--- src/rtl/truth_table_pkg.sv ---
// truth_table_pkg: shared FSM state type and sweep constants for the truth-table sequencer
package truth_table_pkg;
  typedef enum logic [1:0] {IDLE, APPLY, CHECK, DONE} state_t;
  localparam logic [1:0] VEC_LAST = 2'b11;
endpackage

--- src/rtl/truth_table_sequencer_if.sv ---
// truth_table_sequencer_if: run request, applied vector and sweep result between bench and sequencer
// Optional fault input present when TRUTH_TABLE_FAULT_INJECT_EN is defined.
interface truth_table_sequencer_if;
  logic start;
  logic [1:0] vec;
  logic y;
  logic busy;
  logic done;
  logic pass;
  logic [1:0] fail_idx;
`ifdef TRUTH_TABLE_FAULT_INJECT_EN
  logic fault;
  modport master(output start, fault, input vec, y, busy, done, pass, fail_idx);
  modport slave(input start, fault, output vec, y, busy, done, pass, fail_idx);
`else
  modport master(output start, input vec, y, busy, done, pass, fail_idx);
  modport slave(input start, output vec, y, busy, done, pass, fail_idx);
`endif
endinterface

--- src/rtl/and2.sv ---
// and2: two-input AND gate under test
module and2 (
  input  logic i_a,
  input  logic i_b,
  output logic o_y
);
  assign o_y = i_a & i_b;
endmodule

--- src/rtl/truth_table_sequencer_step_timer.sv ---
// step_timer: down-counter loaded with STEP_CYCLES-1, flags zero to end a vector's hold time
module step_timer #(
  parameter int STEP_CYCLES = 100000000,
  localparam int W = (STEP_CYCLES > 1) ? $clog2(STEP_CYCLES) : 1
) (
  input  logic clk,
  input  logic rst_n,
  input  logic i_load,
  input  logic i_dec,
  output logic o_zero
);
  logic [W-1:0] r_cnt;
  always_ff @(posedge clk or negedge rst_n) begin
    if (!rst_n) r_cnt <= '0;
    else if (i_load) r_cnt <= W'(STEP_CYCLES - 1);
    else if (i_dec && r_cnt != '0) r_cnt <= r_cnt - W'(1);
  end
  assign o_zero = (r_cnt == '0);
endmodule

--- src/rtl/truth_table_sequencer.sv ---
// truth_table_sequencer: sweeps vectors 00..11 through an and2 gate and reports pass/first failing vector
// Define TRUTH_TABLE_FAULT_INJECT_EN to add a fault input that inverts the observed gate output.
module truth_table_sequencer
  import truth_table_pkg::*;
#(
  parameter int STEP_CYCLES = 100000000
) (
  input logic clk,
  input logic rst_n,
  truth_table_sequencer_if.slave bus
);
  state_t r_state;
  logic [1:0] r_sync, r_vec, r_fail_idx;
  logic r_prev, r_err, r_busy, r_done, r_pass;
  logic w_rise, w_zero, w_load, w_dec, w_gate, w_mis;
  and2 u_and2 (.i_a(r_vec[0]), .i_b(r_vec[1]), .o_y(w_gate));
`ifdef TRUTH_TABLE_FAULT_INJECT_EN
  assign bus.y = w_gate ^ bus.fault;
`else
  assign bus.y = w_gate;
`endif
  assign w_rise = r_sync[1] & ~r_prev;
  assign w_mis  = bus.y != (r_vec[0] & r_vec[1]);
  assign w_dec  = (r_state == APPLY);
  assign w_load = ((r_state == IDLE || r_state == DONE) && w_rise) || (r_state == CHECK && r_vec != VEC_LAST);
  step_timer #(.STEP_CYCLES(STEP_CYCLES)) u_timer (
    .clk(clk), .rst_n(rst_n), .i_load(w_load), .i_dec(w_dec), .o_zero(w_zero)
  );
  always_ff @(posedge clk or negedge rst_n) begin
    if (!rst_n) begin
      r_state <= IDLE;
      r_sync <= '0;
      r_prev <= 1'b0;
      r_vec <= '0;
      r_fail_idx <= '0;
      r_err <= 1'b0;
      r_busy <= 1'b0;
      r_done <= 1'b0;
      r_pass <= 1'b0;
    end else begin
      r_sync <= {r_sync[0], bus.start};
      r_prev <= r_sync[1];
      case (r_state)
        IDLE, DONE: if (w_rise) begin
          r_state <= APPLY;
          r_vec <= '0;
          r_err <= 1'b0;
          r_fail_idx <= '0;
          r_done <= 1'b0;
          r_pass <= 1'b0;
          r_busy <= 1'b1;
        end
        APPLY: if (w_zero) r_state <= CHECK;
        CHECK: begin
          if (w_mis && !r_err) begin
            r_err <= 1'b1;
            r_fail_idx <= r_vec;
          end
          if (r_vec == VEC_LAST) begin
            r_state <= DONE;
            r_busy <= 1'b0;
            r_done <= 1'b1;
            r_pass <= ~(r_err | w_mis);
          end else begin
            r_state <= APPLY;
            r_vec <= r_vec + 2'd1;
          end
        end
        default: r_state <= IDLE;
      endcase
    end
  end
  assign bus.vec = r_vec;
  assign bus.busy = r_busy;
  assign bus.done = r_done;
  assign bus.pass = r_pass;
  assign bus.fail_idx = r_fail_idx;
endmodule

--- src/flat_wrapper.sv ---
// flat-port wrapper written by rule: the top's interface ports become plain ports
module truth_table_sequencer_flat import truth_table_pkg::*;
#(
  parameter int STEP_CYCLES = 100000000
)
  (clk, rst_n, bus_start, bus_vec, bus_y, bus_busy, bus_done, bus_pass, bus_fail_idx);
  truth_table_sequencer_if bus_i ();
  input logic clk;
  input logic rst_n;
  input wire logic [$bits(bus_i.start)-1:0] bus_start;
  output wire logic [$bits(bus_i.vec)-1:0] bus_vec;
  output wire logic [$bits(bus_i.y)-1:0] bus_y;
  output wire logic [$bits(bus_i.busy)-1:0] bus_busy;
  output wire logic [$bits(bus_i.done)-1:0] bus_done;
  output wire logic [$bits(bus_i.pass)-1:0] bus_pass;
  output wire logic [$bits(bus_i.fail_idx)-1:0] bus_fail_idx;
  assign bus_i.start = bus_start;
  assign bus_vec = bus_i.vec;
  assign bus_y = bus_i.y;
  assign bus_busy = bus_i.busy;
  assign bus_done = bus_i.done;
  assign bus_pass = bus_i.pass;
  assign bus_fail_idx = bus_i.fail_idx;
  truth_table_sequencer #(.STEP_CYCLES(STEP_CYCLES)) u_core (.clk(clk), .rst_n(rst_n), .bus(bus_i));
endmodule
--- config.mk ---
export PLATFORM = sky130hd
export DESIGN_NAME = truth_table_sequencer_flat
export DESIGN_NICKNAME = d
export VERILOG_FILES = /design/src/rtl/truth_table_pkg.sv /design/src/rtl/truth_table_sequencer_if.sv /design/src/rtl/and2.sv /design/src/rtl/truth_table_sequencer_step_timer.sv /design/src/rtl/truth_table_sequencer.sv /design/src/flat_wrapper.sv
export SDC_FILE = /design/constraint.sdc
export NUM_CORES = 1
export LEC_CHECK = 0
export ABC_CLOCK_PERIOD_IN_PS = 4300
export CORE_MARGIN = 4
export CORE_UTILIZATION = 40
export CTS_CLUSTER_SIZE = 14
export DETAILED_ROUTE_END_ITERATION = 6
export SKIP_LAST_GASP = 1
export SLEW_MARGIN = 20
export SYNTH_ARGS = -nofsm -noshare
export SYNTH_HDL_FRONTEND = slang
export SYNTH_SLANG_ARGS = --single-unit
export TNS_END_PERCENT = 1
--- constraint.sdc ---
create_clock -name clk -period 4.3 [get_ports clk]
set_input_delay 0.86 -clock clk [delete_from_list [all_inputs] [get_ports clk]]
set_output_delay 0.86 -clock clk [all_outputs]
set_load 0.05 [all_outputs]
==> flow_summary.yaml, run 1 <==
power:
  pwr-share-seq_pct: 47.1
  internal_power_mw: 0.5908
  p_leak_nw: 0.8010
  powerDensity_mw_per_mm2: 392.2
  ir_drop_uv: 149.1
  switching_share_pct: 31.20
  clkPwrFrac_pct: 30.3
  finalPower_mw: 0.8588
  comb_power_share_pct: 22.5
  p_sw_mw: 0.2679
synthesis:
  synth_area_mm2: 0.002014
  syn-mean-instance-area_um2: 9.413
  yosys_warnings: 0
  yosys.area.top_type: "dfrtp_1"
  synth_top_cells_by_count: "36 x dfrtp_1, 20 x nand2_1, 15 x nor2_1, 14 x o21ai_0, 13 x a21oi_1"
  synth_top_flop_cell: "dfrtp_1"
  synth_seq_cells: 36
  yosysSeqAreaShare_pct: 44.72
  synth_top_area_share_pct: 44.72
  synthArstFlopShare_pct: 100.0
  netlist_instances: 214
  synth.distinct_cells: 45
  synth_edf_count: 0
  synth_area_leaders: "dfrtp_1 45%, xor2_1 3.9%, nand2_1 3.7%, o21ai_0 3.5%, a21oi_1 3.2%"
  synth_most_common_cell: "dfrtp_1"
finish:
  final_cell_area_mm2: 0.002190
  fillers: 462
  n_antenna_cell: 0
  nNetsFinal: 223
  area_delta_synth_final_pct: 8.696
  layout-drive-gt1-share_pct: 9.767
outcome:
  status: "complete, no violations"
routing:
  drcViolationCount: 0
  drt-vias-per-instance: 5.301
  routed_wl_mm: 3.944
  initialDrtViolationCount: 135
  drt_pass1_iterations: 4
  dr_total_vias: 1495
  drtAntennaViolNets: 0
  wl_per_cell_um: 13.99
clock_network:
  cts.htree.levels: 2
  ctsHoldBuffers: 0
  cts_max_path_buffers: 2
  post_cts_resize_count: 0
  worstSkewPairLatency_ns: 0.29
  clock-root-buffer: "clkbuf_8"
  clkSinkCount: 36
  clkTransAtPathRegs_ns: 0.07
  cts_setup_buffers: 0
  cts_tree: "built"
  cts_buffers: 5
sta:
  slew_headroom_pct: 38.77
  min_period_ns: 2.706
  tightest_slew_ns: 0.9184
  drv_slew: 0
  hold_viol_final: 0
  finalSetupViolCount: 0
  finClkSkew_ns: 0.01069
  period_share_pct: 62.94
  timing.setup.tns_ns: 0
  timing.hold.ws_ns: 0.3557
  rsz0062_at_grt: "false"
  fmax_mhz: 369.5
die:
  initial_core_util_pct: 42.09
  row_count: 25
  die-height_um: 78.97
  coreArea_mm2: 0.004786
  pin_count: 11
  dieArea_mm2: 0.006235
  die_w_um: 78.97
place:
  gp_congestion: 0.7545
  dpl.hpwl_mm: 2.677
  placed_area_mm2: 0.002093
  io_buffer_count: 8
setup_path:
  crit_type: "reg -> out"
  cp_max_fo: 7
  end_kind: "primary output"
  setup.worst_path.start_class: "flip-flop"
  arrival_ns: 1.85
  required_ns: 3.44
global_route:
  grt_pass1_wl_mm: 6.741
  grt_pass1_vias: 1375
  track_usage_pct: 13.82
  grt_overflow_total: 0
  antenna_found_initial: 0
  grt_max_degree: 37
worst_hold_path:
  hold_path_class: "reg -> reg"
run:
  cap_violations: 0
[power by group through the flow]
stage / registers, mW / logic, mW / clock network, mW
after floorplan: 0.402 / 0.158 / 0
after global placement: 0.410 / 0.192 / 0
after detailed placement: 0.412 / 0.193 / 0
after CTS: 0.405 / 0.195 / 0.271
after global routing: 0.410 / 0.221 / 0.284
final: 0.405 / 0.193 / 0.261
[layout make-up]
| cell class | count | area [µm²] | area share [%] |
|---|---|---|---|
| multi-input cells | 159 | 1015 | 46.34 |
| inverters | 5 | 18.77 | 0.8571 |
| well taps | 67 | 83.83 | 3.829 |
| repair buffers | 8 | 75.07 | 3.429 |
| clock buffers | 7 | 96.34 | 4.400 |
| flip-flops and latches | 36 | 900.9 | 41.14 |
[critical path, cell delays in order, from the launching register on]
cell	delay, ns
dfrtp_1	0.41
ha_1	0.30
clkdlybuf4s50_1	0.85
[registers in the layout, indices dropped and copies added (netlist names)]
name and cells:
u_core.r_state 2, u_core.r_sync 2, u_core.bus.done 1, u_core.u_timer.r_cnt 27
u_core.r_prev 1, u_core.bus.vec 2, u_core.bus.busy 1
[logic make-up after synthesis]
logic type               synth area share [%]
AND/OR/NAND/NOR                         27.45
AO/OA/AOI/OAI                           12.92
flip-flops                              44.72
buffers and inverters                   5.279
XOR/XNOR                                4.783
adder cells (fa/ha/maj)                 3.106
multiplexers                            1.553
other                                  0.1862
[metrics by stage]
stage	instances	util [%]	setup WS, ns
floorplan	215	-	2.029
global placement	275	43.74	1.792
detailed placement	275	43.74	1.767
CTS	282	45.75	1.577
global route	282	45.75	1.497
finish	282	45.75	1.594
[cell usage in the layout (no fill, tap or decap), types with 5 or more instances in the layout]
cell and count:
ha_1 5, inv_1 5, o21ai_0 14, xor2_1 9, or4_1 6, dfrtp_1 36
nor3_1 7, a21oi_1 12, or3_1 6, nor2_1 15, nand2_1 20, clkdlybuf4s50_1 7
nand3_1 10, clkbuf_8 7, nor4_1 8
[final timing paths]
path / start / to / slack [ns] / depth (start not counted)
setup reg to reg: u_core.u_timer.r_cnt[11]$_DFFE_PN0P_ / u_core.u_timer.r_cnt[12]$_DFFE_PN0P_ / 1.73 / 5
hold reg to reg: u_core.r_sync[0]$_DFF_PN0_ / u_core.r_sync[1]$_DFF_PN0_ / 0.36 / 0
hold / removal: u_core.r_sync[0]$_DFF_PN0_ / u_core.r_sync[1]$_DFF_PN0_ / 0.36 / 0
min in group asynchronous: rst_n / u_core.u_timer.r_cnt[20]$_DFFE_PN0P_ / 0.65 / 1
max in group asynchronous: rst_n / u_core.u_timer.r_cnt[3]$_DFFE_PN0P_ / 3.13 / 1
setup / recovery: u_core.bus.vec[1]$_DFFE_PN0P_ / bus_y / 1.59 / 2
[metal layers]
layer  up-vias  GRT usage, %  share of wire (%)
li1        764             -                  -
met1       700         20.68                 50
met2        26         19.36                 45
met3         5         2.721                3.9
met4         0         5.670                1.3
met5         -             0                  0
(Power assumes the default switching activity.)
==> inputs of run 2 (changes only) <==
- ABC_CLOCK_PERIOD_IN_PS: 4300 -> 2700
- clock period: 4.3 -> 2.7 ns (I/O delays scaled with it)
==> flow_summary.yaml, run 2 (synthesized netlist as in run 1, its figures left out) <==
power:
  comb_power_share_pct: 23.6
  internal_power_mw: 0.9287
  ir_drop_uv: 359.9
  switching_share_pct: 31.84
  clkPwrFrac_pct: 28.8
  p_sw_mw: 0.4339
  pwr-share-seq_pct: 47.6
  p_leak_nw: 0.8201
  powerDensity_mw_per_mm2: 612.5
routing:
  drt-vias-per-instance: 5.399
  top_layer: "met4"
  drtAntennaViolNets: 0
  dr_total_vias: 1555
  drt_pass1_iterations: 4
  wl_met2_mm: 1.831
  wl_met1_mm: 2.019
  initialDrtViolationCount: 132
  drcViolationCount: 0
  wl_per_cell_um: 14.11
  dr_wl_met3_um: 157
  routed_wl_mm: 4.063
clock_network:
  clkSinkCount: 36
  clkTransAtPathRegs_ns: 0.07
  clock-root-buffer: "clkbuf_8"
  cts_setup_buffers: 0
  cts.htree.levels: 2
  post_cts_resize_count: 0
  cts_tree: "built"
  cts_buffers: 5
  ctsHoldBuffers: 0
  cts_max_path_buffers: 2
  worstSkewPairLatency_ns: 0.28
finish:
  final_common_cell: "dfrtp_1"
  layout-drive-gt1-share_pct: 10.86
  area_delta_synth_final_pct: 10.43
  top_register: "u_core.u_timer.r_cnt"
  layout_common_cells: "36 x dfrtp_1, 20 x nand2_1, 15 x nor2_1"
  final_cell_area_mm2: 0.002225
  utilization_pct: 46.48
  nNetsFinal: 228
  fillers: 470
  n_antenna_cell: 0
  largest_reg_flops: 27
sta:
  rsz0062_at_grt: "false"
  slew_headroom_pct: 46.35
  timing.setup.tns_ns: 0
  finClkSkew_ns: 0.004829
  min_period_ns: 2.499
  hold_viol_final: 0
  finalSetupViolCount: 0
  drv_slew: 0
  period_share_pct: 92.55
  fmax_mhz: 400.2
  tightest_slew_ns: 0.8047
die:
  die_w_um: 78.97
  pin_count: 11
  coreArea_mm2: 0.004786
  dieArea_mm2: 0.006235
  row_count: 25
  initial_core_util_pct: 42.09
  die-height_um: 78.97
setup_path:
  crit_type: "reg -> reg"
  end_kind: "flip-flop"
  crit_start: "u_core.u_timer.r_cnt[11]$_DFFE_PN0P_"
  arrival_ns: 2.73
  cp_max_fo: 10
  setup.worst_path.start_class: "flip-flop"
  required_ns: 2.93
  r2r-start: "u_core.u_timer.r_cnt[11]$_DFFE_PN0P_"
global_route:
  antenna_found_initial: 0
  grt_max_degree: 37
  grt_overflow_total: 0
  track_usage_pct: 14.98
  grt_pass1_vias: 1539
  grt_pass1_wl_mm: 7.355
worst_hold_path:
  hold_path_class: "in -> async"
place:
  gp_congestion: 0.7612
  io_buffer_count: 8
  dpl.hpwl_mm: 2.771
  placed_area_mm2: 0.002127
run:
  cap_violations: 0
outcome:
  status: "complete, no violations"
==> run 2: cell types whose count changed in the layout (fill, tap and decap cells not counted), sizes merged <==
cell / previous run / this run
buf: 1 / 6
clkbuf: 7 / 8
==> run 2: final cells by class <==
class / count / area, µm² / area share (%)
Multi-Input combinational cell: 159 / 1018 / 45.78
Timing Repair Buffer: 13 / 112.6 / 5.062
Inverter: 5 / 18.77 / 0.8436
Tap cell: 67 / 83.83 / 3.768
Clock buffer: 8 / 90.09 / 4.050
Sequential cell: 36 / 900.9 / 40.50
==> run 2: metal layers <==
| layer | vias up | global-route usage (%) |
|---|---|---|
| li1 | 777 | - |
| met1 | 739 | 21.57 |
| met2 | 32 | 21.38 |
| met3 | 7 | 3.628 |
| met4 | 0 | 6.186 |
| met5 | - | 0 |
==> run 2: critical path: stages (launching register included) <==
cell     delay [ns]
dfrtp_1        0.40
or4_4          0.55
or4_1          0.75
o21ai_2        0.32
mux2_2         0.37
nand2_1        0.06
==> run 2: worst paths after layout <==
kind,end,slack [ns],depth (start not counted)
worst max-delay path,u_core.u_timer.r_cnt[1]$_DFFE_PN0P_,0.20,5
worst min-delay path,u_core.u_timer.r_cnt[18]$_DFFE_PN0P_,0.34,1
worst max register to register,u_core.u_timer.r_cnt[1]$_DFFE_PN0P_,0.20,5
worst min register to register,u_core.r_sync[1]$_DFF_PN0_,0.36,0
max in group asynchronous,u_core.u_timer.r_cnt[2]$_DFFE_PN0P_,1.85,1
min in group clk,u_core.r_sync[1]$_DFF_PN0_,0.36,0
==> run 2: power groups by stage <==
stage / clock, mW / combinational [mW] / sequential (mW)
final: 0.392 / 0.322 / 0.649
after global routing: 0.428 / 0.365 / 0.657
after CTS: 0.405 / 0.319 / 0.646
after detailed placement: 0 / 0.321 / 0.655
after global placement: 0 / 0.310 / 0.654
after floorplan: 0 / 0.252 / 0.641
==> run 2: metrics by stage <==
| step | hold slack, ns | power (mW) | worst slack, ns | instances |
|---|---|---|---|---|
| after global placement | 0.3337 | 0.9638 | 0.2504 | 280 |
| final | 0.3399 | 1.363 | 0.2012 | 288 |
| after floorplan | 0.2444 | 0.8927 | 0.4288 | 215 |
| after CTS | 0.3600 | 1.370 | 0.1951 | 288 |
| after detailed placement | 0.3436 | 0.9754 | 0.2147 | 280 |
| after global routing | 0.3691 | 1.451 | 0.07346 | 288 |
==> inputs of run 3 (changes only) <==
- ABC_CLOCK_PERIOD_IN_PS: 2700 -> 2900
- clock period: 2.7 -> 2.9 ns (I/O delays scaled with it)
==> flow_summary.yaml, run 3 (synthesized netlist as in run 1, its figures left out) <==
die:
  die_w_um: 78.97
  dieArea_mm2: 0.006235
  die-height_um: 78.97
  coreArea_mm2: 0.004786
  pin_count: 11
  initial_core_util_pct: 42.09
  row_count: 25
power:
  pwr-share-seq_pct: 47.2
  clkPwrFrac_pct: 30.3
  p_leak_nw: 0.8142
  powerDensity_mw_per_mm2: 576.6
  p_sw_mw: 0.3965
  switching_share_pct: 31.14
  internal_power_mw: 0.8770
  ir_drop_uv: 287.3
  comb_power_share_pct: 22.4
sta:
  min_period_ns: 2.499
  timing.hold.ws_ns: 0.3563
  period_share_pct: 86.18
  drv_slew: 0
  fmax_mhz: 400.1
  hold_viol_final: 0
  tightest_slew_ns: 0.8202
  finClkSkew_ns: 0.003999
  slew_headroom_pct: 45.32
  timing.setup.tns_ns: 0
  rsz0062_at_grt: "false"
  finalSetupViolCount: 0
finish:
  nNetsFinal: 226
  top_register: "u_core.u_timer.r_cnt"
  area_delta_synth_final_pct: 9.627
  final_common_cell: "dfrtp_1"
  largest_reg_flops: 27
  final_cell_area_mm2: 0.002208
  layout-drive-gt1-share_pct: 10.55
  n_antenna_cell: 0
  layout_common_cells: "36 x dfrtp_1, 20 x nand2_1, 15 x nor2_1"
clock_network:
  cts_buffers: 5
  cts_setup_buffers: 0
  cts_max_path_buffers: 2
  cts_tree: "built"
  cts.htree.levels: 2
  clkSinkCount: 36
  clock-root-buffer: "clkbuf_8"
  post_cts_resize_count: 0
  worstSkewPairLatency_ns: 0.29
  ctsHoldBuffers: 0
  clkTransAtPathRegs_ns: 0.07
worst_hold_path:
  min_delay_path_depth: 0
  hold_path_class: "reg -> reg"
  hp-start: "u_core.r_sync[0]$_DFF_PN0_"
  hold_end: "u_core.r_sync[1]$_DFF_PN0_"
global_route:
  grt_pass1_vias: 1427
  grt_pass1_wl_mm: 7.051
  grt_max_degree: 37
  antenna_found_initial: 0
  grt_overflow_total: 0
  track_usage_pct: 14.46
setup_path:
  timing.critical_path.mode_cell: "or4_1"
  crit_type: "reg -> reg"
  cp_num_cells: 5
  arrival_ns: 2.65
  r2r_cells: 5
  required_ns: 3.05
  cp_max_fo: 12
  critPathTopFamily: "simple AND/OR/NAND/NOR gates"
  end_kind: "flip-flop"
  slowest_delay_ns: 0.73
  r2r-start: "u_core.u_timer.r_cnt[11]$_DFFE_PN0P_"
  rrSetupSlack_ns: 0.40
  slowest_stage: "or4_1"
  setup.worst_path.start_class: "flip-flop"
  path_buf_inv: 0
  cp_cell_sequence: "or4_4 > or4_1 > o21ai_2 > or4_1 > a21oi_1"
  timing.rr.end: "u_core.u_timer.r_cnt[8]$_DFFE_PN0P_"
outcome:
  status: "complete, no violations"
routing:
  drt_pass1_iterations: 4
  wl_per_cell_um: 13.88
  drcViolationCount: 0
  initialDrtViolationCount: 84
  drtAntennaViolNets: 0
  routed_wl_mm: 3.957
  drt-vias-per-instance: 5.372
  dr_total_vias: 1531
place:
  gp_congestion: 0.7258
  io_buffer_count: 8
  dpl.hpwl_mm: 2.677
  placed_area_mm2: 0.002112
run:
  cap_violations: 0
[run 3: power by group through the flow]
stage               logic, mW  registers [mW]  clock network [mW]
detailed placement      0.291           0.608                   0
CTS                     0.290           0.600               0.400
global route            0.327           0.609               0.421
floorplan               0.235           0.597                   0
finish                  0.286           0.602               0.386
global placement        0.283           0.608                   0
[run 3: how the worst max path moves through the flow]
stage	from	endpoint	slack, ns
6_report	u_core.u_timer.r_cnt[11]$_DFFE_PN0P_	u_core.u_timer.r_cnt[8]$_DFFE_PN0P_	0.40
2_1_floorplan	u_core.u_timer.r_cnt[11]$_DFFE_PN0P_	u_core.u_timer.r_cnt[1]$_DFFE_PN0P_	0.63
5_1_grt	u_core.u_timer.r_cnt[5]$_DFFE_PN0P_	u_core.u_timer.r_cnt[10]$_DFFE_PN0P_	0.22
4_1_cts	u_core.u_timer.r_cnt[11]$_DFFE_PN0P_	u_core.u_timer.r_cnt[10]$_DFFE_PN0P_	0.37
3_5_place_dp	u_core.u_timer.r_cnt[11]$_DFFE_PN0P_	u_core.u_timer.r_cnt[10]$_DFFE_PN0P_	0.39
3_3_place_gp	u_core.u_timer.r_cnt[11]$_DFFE_PN0P_	u_core.u_timer.r_cnt[1]$_DFFE_PN0P_	0.45
[run 3: layout make-up]
class	count	area [µm²]
Clock buffer	7	96.34
Fill cell	473	2577
Inverter	5	18.77
Multi-Input combinational cell	159	1011
Sequential cell	36	900.9
Tap cell	67	83.83
Timing Repair Buffer	11	97.59
[run 3: stage by stage]
stage	total power [mW]	setup WS, ns	util (%)	instances
floorplan	0.8312	0.6288	-	215
global placement	0.8908	0.4483	44.13	278
detailed placement	0.8989	0.3891	44.13	278
CTS	1.290	0.3717	46.14	285
global route	1.357	0.2162	46.14	285
finish	1.273	0.4007	46.14	285
[run 3: layer usage]
metal  part of all wire, %  track usage [%]
met1                    50            20.61
met2                    44            20.62
met3                   3.4            3.401
met4                   2.0            6.701
met5                     0                0
